### src/rtl/cordic_pkg.sv
// Shared region and op codes for the CORDIC back-end blocks.
package cordic_pkg;
    localparam logic [1:0] REGION_NONE    = 2'b00;
    localparam logic [1:0] REGION_NEG_COS = 2'b01;
    localparam logic [1:0] REGION_NEG_SIN = 2'b10;
    localparam logic [1:0] REGION_NONE2   = 2'b11;

    localparam logic [1:0] OP_COS  = 2'b00;
    localparam logic [1:0] OP_SIN  = 2'b01;
    localparam logic [1:0] OP_BOTH = 2'b10;
    localparam logic [1:0] OP_ILL  = 2'b11;
endpackage

### src/rtl/sign_fix_lane.sv
// Combinational IEEE-754 sign flip for one lane; magnitude bits pass untouched.
// SIGN_FIX_ZERO_CLEAN_EN forces a zero-magnitude result to +0.
module sign_fix_lane #(
    parameter int W = 32
) (
    input  logic [W-1:0] data,
    input  logic         negate,
    output logic [W-1:0] data_out
);
    logic sign;

    always_comb begin
        sign = data[W-1] ^ negate;
`ifdef SIGN_FIX_ZERO_CLEAN_EN
        if (data[W-2:0] == '0) sign = 1'b0;
`endif
        data_out = {sign, data[W-2:0]};
    end
endmodule

### src/rtl/cordic_sign_fix_pipe.sv
// Quadrant sign correction of CORDIC sin/cos into a DEPTH-entry output FIFO with valid/ready.
// Outputs are registered; optional SIGN_FIX_ZERO_CLEAN_EN suppresses -0 results.
module cordic_sign_fix_pipe
    import cordic_pkg::*;
#(
    parameter int W     = 32,
    parameter int DEPTH = 2
) (
    input  logic         clk,
    input  logic         rst,
    input  logic         in_valid,
    output logic         in_ready,
    input  logic [W-1:0] in_x,
    input  logic [W-1:0] in_y,
    input  logic [1:0]   in_region,
    input  logic [1:0]   in_op,
    output logic         out_valid,
    input  logic         out_ready,
    output logic [W-1:0] out_cos,
    output logic [W-1:0] out_sin,
    output logic [1:0]   out_op,
    output logic         err_op
);
    localparam int AW = $clog2(DEPTH);
    localparam int CW = AW + 1;

    logic [W-1:0]  cos_mem [DEPTH];
    logic [W-1:0]  sin_mem [DEPTH];
    logic [1:0]    op_mem  [DEPTH];
    logic [AW-1:0] wr_ptr, rd_ptr, wr_ptr_nxt, rd_ptr_nxt;
    logic [CW-1:0] count, count_nxt;
    logic          push, pop;
    logic [W-1:0]  cos_fixed, sin_fixed, wr_cos, wr_sin;
    logic [W-1:0]  head_cos, head_sin;
    logic [1:0]    head_op;

    sign_fix_lane #(.W(W)) u_cos_lane (
        .data     (in_x),
        .negate   (in_region == REGION_NEG_COS),
        .data_out (cos_fixed)
    );

    sign_fix_lane #(.W(W)) u_sin_lane (
        .data     (in_y),
        .negate   (in_region == REGION_NEG_SIN),
        .data_out (sin_fixed)
    );

    // An illegal op bypasses correction entirely so the raw CORDIC result is visible for debug.
    always_comb begin
        wr_cos = cos_fixed;
        wr_sin = sin_fixed;
        case (in_op)
            OP_COS:  wr_sin = '0;
            OP_SIN:  wr_cos = '0;
            OP_ILL: begin
                wr_cos = in_x;
                wr_sin = in_y;
            end
            default: ;
        endcase
    end

    assign push       = in_valid & in_ready;
    assign pop        = out_valid & out_ready;
    assign wr_ptr_nxt = wr_ptr + AW'(push);
    assign rd_ptr_nxt = rd_ptr + AW'(pop);
    assign count_nxt  = count + CW'(push) - CW'(pop);

    // Next head comes straight from the write port when the incoming beat lands in the head slot.
    always_comb begin
        head_cos = cos_mem[rd_ptr_nxt];
        head_sin = sin_mem[rd_ptr_nxt];
        head_op  = op_mem[rd_ptr_nxt];
        if (push && (wr_ptr == rd_ptr_nxt)) begin
            head_cos = wr_cos;
            head_sin = wr_sin;
            head_op  = in_op;
        end
    end

    always_ff @(posedge clk) begin
        if (push) begin
            cos_mem[wr_ptr] <= wr_cos;
            sin_mem[wr_ptr] <= wr_sin;
            op_mem[wr_ptr]  <= in_op;
        end
    end

    always_ff @(posedge clk or posedge rst) begin
        if (rst) begin
            wr_ptr    <= '0;
            rd_ptr    <= '0;
            count     <= '0;
            in_ready  <= 1'b0;
            out_valid <= 1'b0;
            out_cos   <= '0;
            out_sin   <= '0;
            out_op    <= '0;
            err_op    <= 1'b0;
        end else begin
            wr_ptr    <= wr_ptr_nxt;
            rd_ptr    <= rd_ptr_nxt;
            count     <= count_nxt;
            in_ready  <= (count_nxt != CW'(DEPTH));
            out_valid <= (count_nxt != '0);
            if (count_nxt != '0) begin
                out_cos <= head_cos;
                out_sin <= head_sin;
                out_op  <= head_op;
            end
            if (push && (in_op == OP_ILL)) err_op <= 1'b1;
        end
    end
endmodule

### config.mk
export PLATFORM = sky130hd
export DESIGN_NAME = cordic_sign_fix_pipe
export DESIGN_NICKNAME = d
export VERILOG_FILES = /design/src/rtl/cordic_pkg.sv /design/src/rtl/sign_fix_lane.sv /design/src/rtl/cordic_sign_fix_pipe.sv
export SDC_FILE = /design/constraint.sdc
export NUM_CORES = 1
export LEC_CHECK = 0
export ABC_AREA = 1
export BUFFER_PORTS_ARGS = -buffer_cell sky130_fd_sc_hd__buf_2
export CORE_AREA = 2 2 130 132
export DETAILED_ROUTE_END_ITERATION = 12
export DIE_AREA = 0 0 132 134
export PLACE_DENSITY_LB_ADDON = 0.2
export SLEW_MARGIN = 20
export SYNTH_ARGS = -nofsm -noshare
export SYNTH_HDL_FRONTEND = slang
export SYNTH_SLANG_ARGS = --single-unit
### constraint.sdc
create_clock -name clk -period 5 [get_ports clk]
set_clock_uncertainty 0.05 [all_clocks]
set_input_delay 0.25 -clock clk [delete_from_list [all_inputs] [get_ports clk]]
set_output_delay 0.25 -clock clk [all_outputs]
set_load 0.01 [all_outputs]
==> results by stage, run 1 <==
Status:
- The run finished with clean final reports.

STA:
- Setup violations remaining at the end of the flow were counted as 0.
- The sum of negative setup slack is 0 ps.
- The maximum frequency from static timing analysis is 0.3195 GHz.
- At the pin with the least slew margin, the transition time is 1004 ps.
- The final hold violation count is 0.
- The ratio of final minimum period to clock period is 62.60%.
- The final max-slew violation count was 0.
- The clock period minus worst slack is 3130 ps.
- The worst path meets setup with 1870 ps of slack.
- The final-layout worst hold slack is 15.06 ps.
- Measured against its own limit, the worst slew margin works out to 33.05%.
- Setup repair after global routing left no endpoint under its margin.

Clocking:
- The clock-pin slew reported for the worst setup and hold paths after clock tree synthesis is 60 ps.
- Counting the buffers created by CTS gives 21.
- In this run the post-CTS setup repair buffer count came out at 0.
- The longest clock path from root to sink contains 3 buffers.
- Once the clock tree was built, the resizer swapped 0 gates to a different size.
- The H-tree depth reported by CTS is 1.
- TritonCTS built the clock tree.
- Counting every sink on the clock net gives 205.
- The clock latency reported for the late side of the worst-skew pair is 480 ps.
- In this run the clock root is driven by a clkbuf_16.
- The cts-stage hold buffer count is 1.

Routing:
- The first detailed-routing pass took 5 iterations.
- The detailed router finished its first iteration with 436 violations.
- The remaining antenna violation count is 0.
- The routed layout has 6728 vias.
- The final layout contains routed wiring with a total length of 19810 um.
- The average vias per placed instance is 5.089.
- After detailed routing, the average wire length per cell comes to 14.99 um.
- The DRC violation count after routing is 0.

Global routing:
- The largest net degree at the start of global routing is 83.
- The number of antenna violations at the first check in global routing is 0.
- The residual overflow from global routing is 0.
- The via count of the first global-routing pass is 6615.
- For this run, the total global-route usage over all layers was measured as 22.52%.
- The first global-routing pass estimated 32310 um of wire.

Worst setup path:
- The maximum fanout count along the critical path is 41.
- The critical path class is register to register.
- The number of cells on the worst reg-to-reg path is 14.
- The worst setup path is launched from a register.
- The worst setup path is captured at a register.
- STA puts the critical path data arrival time at 3500 ps.
- At the worst endpoint, the required time is 5370 ps.

Yosys:
- In this run, distinct cell masters in the synthesized netlist total 23.
- Among all flip-flop cells after synthesis, the most frequent one is edfxtp_1.
- Sequential cells were found to cover 63.74% of the synthesized design area.
- The synthesized design spends more area on one cell type than any other, namely edfxtp_1.
- The commonest cells after synthesis are 341 x nand2_1, 143 x inv_1, 138 x nand3_1.
- The number of enable-type register cells in the synthesized netlist is 132.
- After synthesis, the share of flip-flops with an asynchronous set or reset is 35.61%.
- After synthesis the netlist holds a flip-flop and latch count of 205.
- By area the synthesized netlist is led by edfxtp_1 44%, dfrtp_1 20%, nand2_1 14%.
- The synthesized area per cell is 9.385 um2.
- During synthesis, Yosys emitted a total of 0 warnings.
- The number of nets in the synthesized netlist is 1043.
- The synthesized netlist occupies a cell area of 0.009085 mm2.
- Synthesis produced a netlist whose cell count is 968.
- The synthesized design devotes to its leading area cell type 43.63% of total area.
- The leading cell type by number of instances after synthesis is nand2_1.

Min path:
- The worst min-delay path category is input port to register.
- The number of instances on the worst hold path is 3.

Power:
- The relative contribution of sequential cells to total power is 37.1%.
- Combinational cells account for 40.1% of the total power.
- The analysis attributes to cell leakage a power of 0.005233 uW.
- The cell internal power dissipation is 4345 uW.
- The power density over the cells is 675.9 mW/mm2.
- The design draws 7155 uW.
- The maximum vdd drop is 0.3966 mV.
- The analysis attributes to net switching a power of 2810 uW.
- The clock network fraction of total power is 22.8%.
- Net switching is 39.27% of the power.

Layout:
- Of the cells placed in the final design, the portion with a size suffix greater than 1 is 17.88%.
- 0 antenna diodes ended up in the layout.
- The area growth from synthesis to layout is 16.53%.
- The total number of nets in the final design is 1163.

Placement:
- The HPWL after detailed placement is 11680 um.
- At the placement stage, the worst setup path has a slack of 1940 ps.
- The count of buffers added on input and output ports is 140.
- The congestion estimate from routability-driven global placement came to 0.7718.

Die:
- The die outline height is 134 um.
- 141 I/O pins were placed.
- The row count is 47.
- The floorplan die width is 132 um.
- The die covers 0.01769 mm2.
- The placeable core region is 0.01629 mm2.
- The effective utilization at floorplan is 55.77%.

Run:
- Across the run, the number of max-cap violations was 0.
[worst max-delay path, cell delays in order (launching register included)]
cell	delay [ps]
dfrtp_1	360
nand2_2	130
inv_2	550
nor2_2	90
inv_2	90
nand2_1	60
ha_1	200
xnor2_1	200
inv_1	80
nand2_2	70
nand3_2	70
inv_2	390
buf_4	490
nand2_1	120
nand2_1	90
[final cells by class]
type	instances	area [um2]
Sequential cell	205	5791
Inverter	146	549.3
Tap cell	220	275.3
Clock inverter	8	142.6
Timing Repair Buffer	152	793.3
Clock buffer	29	575.6
Fill cell	1350	5703
Multi-Input combinational cell	562	2460
[worst paths after layout]
kind | from | end | slack (ps)
worst max-delay path | in_ready | out_sin[26] | 1870
worst min register to register | out_cos[16] | out_cos[16] | 420
worst min-delay path | in_y[20] | sin_mem[0][20] | 20
min in group asynchronous | rst | out_cos[27] | 40
worst max register to register | in_ready | out_sin[26] | 1870
max in group asynchronous | rst | out_sin[4] | 4230
[state kept, by name, indices dropped and copies added, names as in the netlist, 2 cells and up]
register  flops
cos_mem      64
sin_mem      64
out_op        2
out_sin      32
op_mem        4
out_cos      32
count         2
[per-layer routing]
metal | track usage [%] | share of wire, % | vias to the layer above
met5 | 0 | 0 | -
met1 | 29.28 | 42 | 3155
li1 | - | - | 3325
met4 | 6.763 | 2.0 | 0
met2 | 38.80 | 49 | 223
met3 | 4.233 | 6.8 | 25
[through the flow]
stage          utilization [%]  cell area, um2  cells
2_1_floorplan                -            9085    968
3_3_place_gp             60.50            9856   1284
3_5_place_dp             60.52            9858   1284
4_1_cts                  64.99           10590   1322
5_1_grt                  64.99           10590   1322
6_report                 64.99           10590   1322
[cells in the final DEF, fill, tap and decap left out]
| cell | synthesis | layout |
|---|---|---|
| nand2_1 | 341 | 339 |
| inv_1 | 143 | 142 |
| buf_2 | 23 | 140 |
| nand3_1 | 138 | 138 |
| edfxtp_1 | 132 | 132 |
| dfrtp_1 | 73 | 73 |
| o21ai_0 | 56 | 56 |
| clkbuf_16 | 0 | 21 |
| buf_4 | 7 | 11 |
| o21ai_1 | 10 | 10 |
| clkbuf_1 | 18 | 6 |
| nand2_2 | 3 | 5 |
| clkinv_2 | 0 | 4 |
| bufinv_16 | 0 | 4 |
| inv_2 | 3 | 3 |
| ha_1 | 3 | 3 |
| nand3_2 | 2 | 2 |
| nand4_1 | 2 | 2 |
| nor2_4 | 0 | 2 |
| clkbuf_8 | 0 | 2 |
| xnor2_1 | 1 | 1 |
| nor2_2 | 1 | 1 |
| nand2_4 | 1 | 1 |
| xor2_1 | 1 | 1 |
| o21bai_1 | 1 | 1 |
| clkinvlp_4 | 0 | 1 |
| dlygate4sd3_1 | 0 | 1 |
[kinds of logic (layout without fill, tap and decap cells)]
kind of cell	count (synthesis)	count (layout)	synth area share (%)
AOI/OAI and AO/OA	67	67	3.719
and+or+nand+nor	490	490	22.53
adders and majority gates	3	3	0.4132
DFF	205	205	63.74
xor gates and xnor gates	2	2	0.1928
buffers and inverters	201	335	9.406
[power by group through the flow]
stage | clock network [uW] | registers, uW | logic [uW]
2_1_floorplan | 0 | 2820 | 2010
3_3_place_gp | 0 | 2680 | 2810
3_5_place_dp | 0 | 2680 | 2880
4_1_cts | 1650 | 2660 | 2910
5_1_grt | 1720 | 2710 | 3280
6_report | 1630 | 2650 | 2870
Power figures use the tool's default switching activity.
==> run 2: changes to the inputs <==
--- a/config.mk
+++ b/config.mk
@@ -5,11 +5,11 @@
 export SDC_FILE = /design/constraint.sdc
 export NUM_CORES = 1
 export LEC_CHECK = 0
-export ABC_AREA = 1
+export ABC_AREA = 0
 export BUFFER_PORTS_ARGS = -buffer_cell sky130_fd_sc_hd__buf_2
-export CORE_AREA = 2 2 130 132
+export CORE_AREA = 2 2 136 138
 export DETAILED_ROUTE_END_ITERATION = 12
-export DIE_AREA = 0 0 132 134
+export DIE_AREA = 0 0 138 140
 export PLACE_DENSITY_LB_ADDON = 0.2
 export SLEW_MARGIN = 20
 export SYNTH_ARGS = -nofsm -noshare
==> constraint.sdc (replaced) <==
create_clock -name clk -period 2.77 [get_ports clk]
set_clock_uncertainty 0.05 [all_clocks]
set_input_delay 0.1385 -clock clk [delete_from_list [all_inputs] [get_ports clk]]
set_output_delay 0.1385 -clock clk [all_outputs]
set_load 0.01 [all_outputs]
==> results by stage, run 2 <==
Yosys:
- The number of enable-type register cells in the synthesized netlist is 132 (unchanged).
- The largest total area in the synthesized netlist belongs to edfxtp_1.
- The share of flip-flops with an asynchronous set or reset after synthesis came to 35.61% (unchanged).
- The share of the yosys chip area belonging to registers is 64.77% (+1.0 points).
- In the synthesized netlist the dominant register cell turns out to be edfxtp_1.
- The gate count of the mapped netlist came to 668 (-31%).
- The top-area cell type share of the netlist area came to 44.34% (+0.71 points).
- After synthesis, the cell types taking the most area are edfxtp_1 44%, dfrtp_1 20%, and2_1 8.7%.
- The number of nets in the synthesized netlist was 743 (-29%).
- Yosys instantiated no cell more often than edfxtp_1.
- The synthesized area per cell was 13.38 um2 (+43%).
- The number of distinct library cells after synthesis is 26 (+13%).
- The mapped cell area was 0.008940 mm2 (-1.6%).
- The number of storage elements in the synthesis netlist is 205 (unchanged).
- The yosys synthesis warning count was 0 (unchanged).
- The commonest cells after synthesis are 132 x edfxtp_1, 125 x and2_1, 73 x dfrtp_1.

Die:
- The die outline height is 140 um (+4.5%).
- The area enclosed by the die boundary came to 0.01932 mm2 (+9.2%).
- The floorplan die width is 138 um (+4.5%).
- The effective utilization at floorplan is 50.28% (-5.5 points).
- The placeable core region came to 0.01778 mm2 (+9.1%).
- The number of placed I/O pins is 141 (unchanged).
- The row count is 49 (+4.3%).

STA:
- Setup repair after global routing left no endpoint under its margin.
- The number of failing setup endpoints in the final timing report is 0 (unchanged).
- The final-layout worst hold slack is 56.32 ps (+41.27 ps).
- The ratio of final minimum period to clock period came to 82.66% (+20 points).
- The clock period minus worst slack is 2290 ps (-840.1 ps).
- The worst-case headroom to the max-slew limit came to 34.62% (+1.6 points).
- The worst-margin pin slew came to 979.6 ps (-24.66 ps).
- The final hold violation count is 0 (unchanged).
- The maximum frequency from static timing analysis is 0.4367 GHz (+37%).
- The final max-slew violation count is 0 (unchanged).
- The sum of negative setup slack came to 0 ps (unchanged).

Worst setup path:
- STA classifies the critical path startpoint as a register.
- The data required time of the critical path is 3120 ps (-2250 ps).
- The maximum fanout count along the critical path is 50 (+22%).
- In this design, the critical path's most frequently occurring cell is xnor2_1.
- The worst setup path is of the register to register kind.
- The arrival time at the worst endpoint is 2640 ps (-860 ps).
- The maximum single-stage delay on the critical path came to 380 ps (-170 ps).
- The worst setup path is captured at a register.
- The signal on the critical path passes through and2_1 -> xnor2_1 -> ha_1 -> xnor2_1 -> a21oi_1 -> nor3b_4 -> buf_12 -> nand2_1 -> o31ai_2.
- On the critical path, the stage with the largest delay is an instance of nor3b_4.

Routing:
- The remaining antenna violation count was 0 (unchanged).
- The count of TritonRoute iterations in the first routing pass is 4 (-1).
- The count of vias placed by the detailed router came to 5790 (-14%).
- The routed wire length is 19260 um (-2.8%).
- The DRC violation count after routing is 0 (unchanged).
- The wire length per cell after detailed routing is 17.28 um (+15%).
- The number of violations reported at the end of detailed-routing iteration 0 is 307 (-30%).
- The average vias per placed instance is 5.197 (+2.1%).

Layout:
- The final standard cell area without fillers came to 0.01127 mm2 (+6.5%).
- The library cells used most frequently in the layout, excluding fill and tap cells, are 140 x buf_2, 132 x edfxtp_1, 125 x and2_1.
- The largest registers in the layout are cos_mem (64), sin_mem (64).
- The total number of nets in the final design is 944 (-19%).
- The most common library cell in the layout ignoring fill and taps is buf_2.
- The antenna cell count was 0 (unchanged).
- The fraction of final layout cells with drive strength greater than 1 is 27.80% (+9.9 points).
- From synthesis to final layout, the design area changed by 26.06%.
- The number of filler cells placed in the layout is 1380 (+2.2%).
- The final cell count without fillers is 1114 (-16%).

Power:
- The total design power is 13820 uW (+93%).
- The maximum vdd drop is 1.079 mV (+170%).
- The power density over the cells was 1227 mW/mm2 (+81%).
- The total leakage power is 0.004629 uW (-12%).

Status:
- The flow ran to the end, and the final reports show no timing, DRC or antenna violations.

Placement:
- The last weighted congestion value of the routability-driven placer is 0.7052 (-8.6%).
- The HPWL after detailed placement is 11090 um (-5.1%).
- The post-place instance area is 0.009925 mm2 (+0.67%).
- The total of buffers placed on input and output ports came to 140 (unchanged).
- The cell total after placement was 1008 (-21%).

Clocking:
- The maximum number of buffers from clock root to sink is 3 (unchanged).
- In this run the clock root is driven by a clkbuf_16.
- The sink count of the clock tree is 205 (unchanged).
- The clock-pin slew reported for the worst setup and hold paths after clock tree synthesis is 60 ps (about the same).
- The number of CTS-inserted buffers is 22 (+4.8%).
- The post-cts sizing count is 0 (unchanged).
- The CTS tree is done.
- The clock latency reported for the late side of the worst-skew pair is 490 ps (about the same).
- The H-tree depth reported by CTS is 1 (unchanged).

Global routing:
- The aggregate global-route resource usage is 19.89% (-2.6 points).
- The largest net degree at the start of global routing is 79 (-4.8%).
- The residual overflow from global routing came to 0 (unchanged).
- The via count of the first global-routing pass came to 5975 (-9.7%).
- The number of antenna violations at the first check in global routing is 0 (unchanged).
- The global-route wire length before repair was 31170 um (-3.5%).

Min path:
- The tightest min-delay check is of the input port to register type.

Run:
- The max-capacitance violation count came to 0 (unchanged).
[run 2: path summary, 6_finish.rpt]
check	cells after the start	to	from	slack (ps)
worst max-delay path	9	out_cos[16]	out_valid	480
worst min-delay path	3	sin_mem[1][31]	in_y[31]	60
worst max register to register	9	out_cos[16]	out_valid	480
worst min register to register	2	out_sin[6]	out_sin[6]	420
max in group asynchronous	4	out_cos[1]	rst	1540
min in group asynchronous	3	out_cos[6]	rst	370
[run 2: layout make-up]
cell class / count / area, um2 / area share, %
Sequential cell: 205 / 5791 / 51.38
Multi-Input combinational cell: 417 / 2945 / 26.14
Timing Repair Buffer: 219 / 1546 / 13.72
Clock buffer: 31 / 635.6 / 5.640
Tap cell: 229 / 286.5 / 2.542
Clock inverter: 9 / 48.80 / 0.4330
Inverter: 4 / 16.27 / 0.1443
[run 2: per-layer routing]
metal	global-route usage [%]	share of wire (%)	up-vias
li1	-	-	2754
met1	26.62	45	2879
met2	34.05	49	132
met3	3.419	4.8	25
met4	5.156	1.8	0
met5	0	0	-
[run 2: timing repair]
item,4_1_cts,5_1_grt
hold buffers,66,0
setup buffers,0,0
endpoints found under the hold margin,177,0
[run 2: cell families (layout without fill, tap and decap cells)]
group | count (synthesis) | after routing | synth area share (%)
AO/OA/AOI/OAI | 70 | 70 | 8.327
XOR/XNOR | 5 | 5 | 0.6998
adder cells (fa/ha/maj) | 3 | 3 | 0.4199
buffers and inverters | 46 | 263 | 2.561
flip-flops | 205 | 205 | 64.77
multiplexers | 72 | 72 | 8.117
AND/OR/NAND/NOR | 267 | 267 | 15.10
[run 2: critical path: cells and delay by family (launching register included)]
family,cells,cell delay [ps]
simple gates,3,740
flops,1,360
xor+xnor,2,340
buf+inv,1,320
fa+ha+maj,1,200
compound gates,2,170
[run 2: metrics by stage]
| step | worst slack (ps) | utilization (%) |
|---|---|---|
| detailed placement | 481.5 | 55.82 |
| finish | 480.2 | 63.38 |
| CTS | 466.1 | 63.38 |
| global route | 333.2 | 63.38 |
| floorplan | 143.6 | - |
| global placement | 523.8 | 55.82 |
[run 2: power by group]
part / leakage, uW / internal [uW] / switching [uW]
Combinational: 0.00217 / 2770 / 3480
Sequential: 0.00211 / 4410 / 411
Clock: 0.000347 / 1600 / 1150
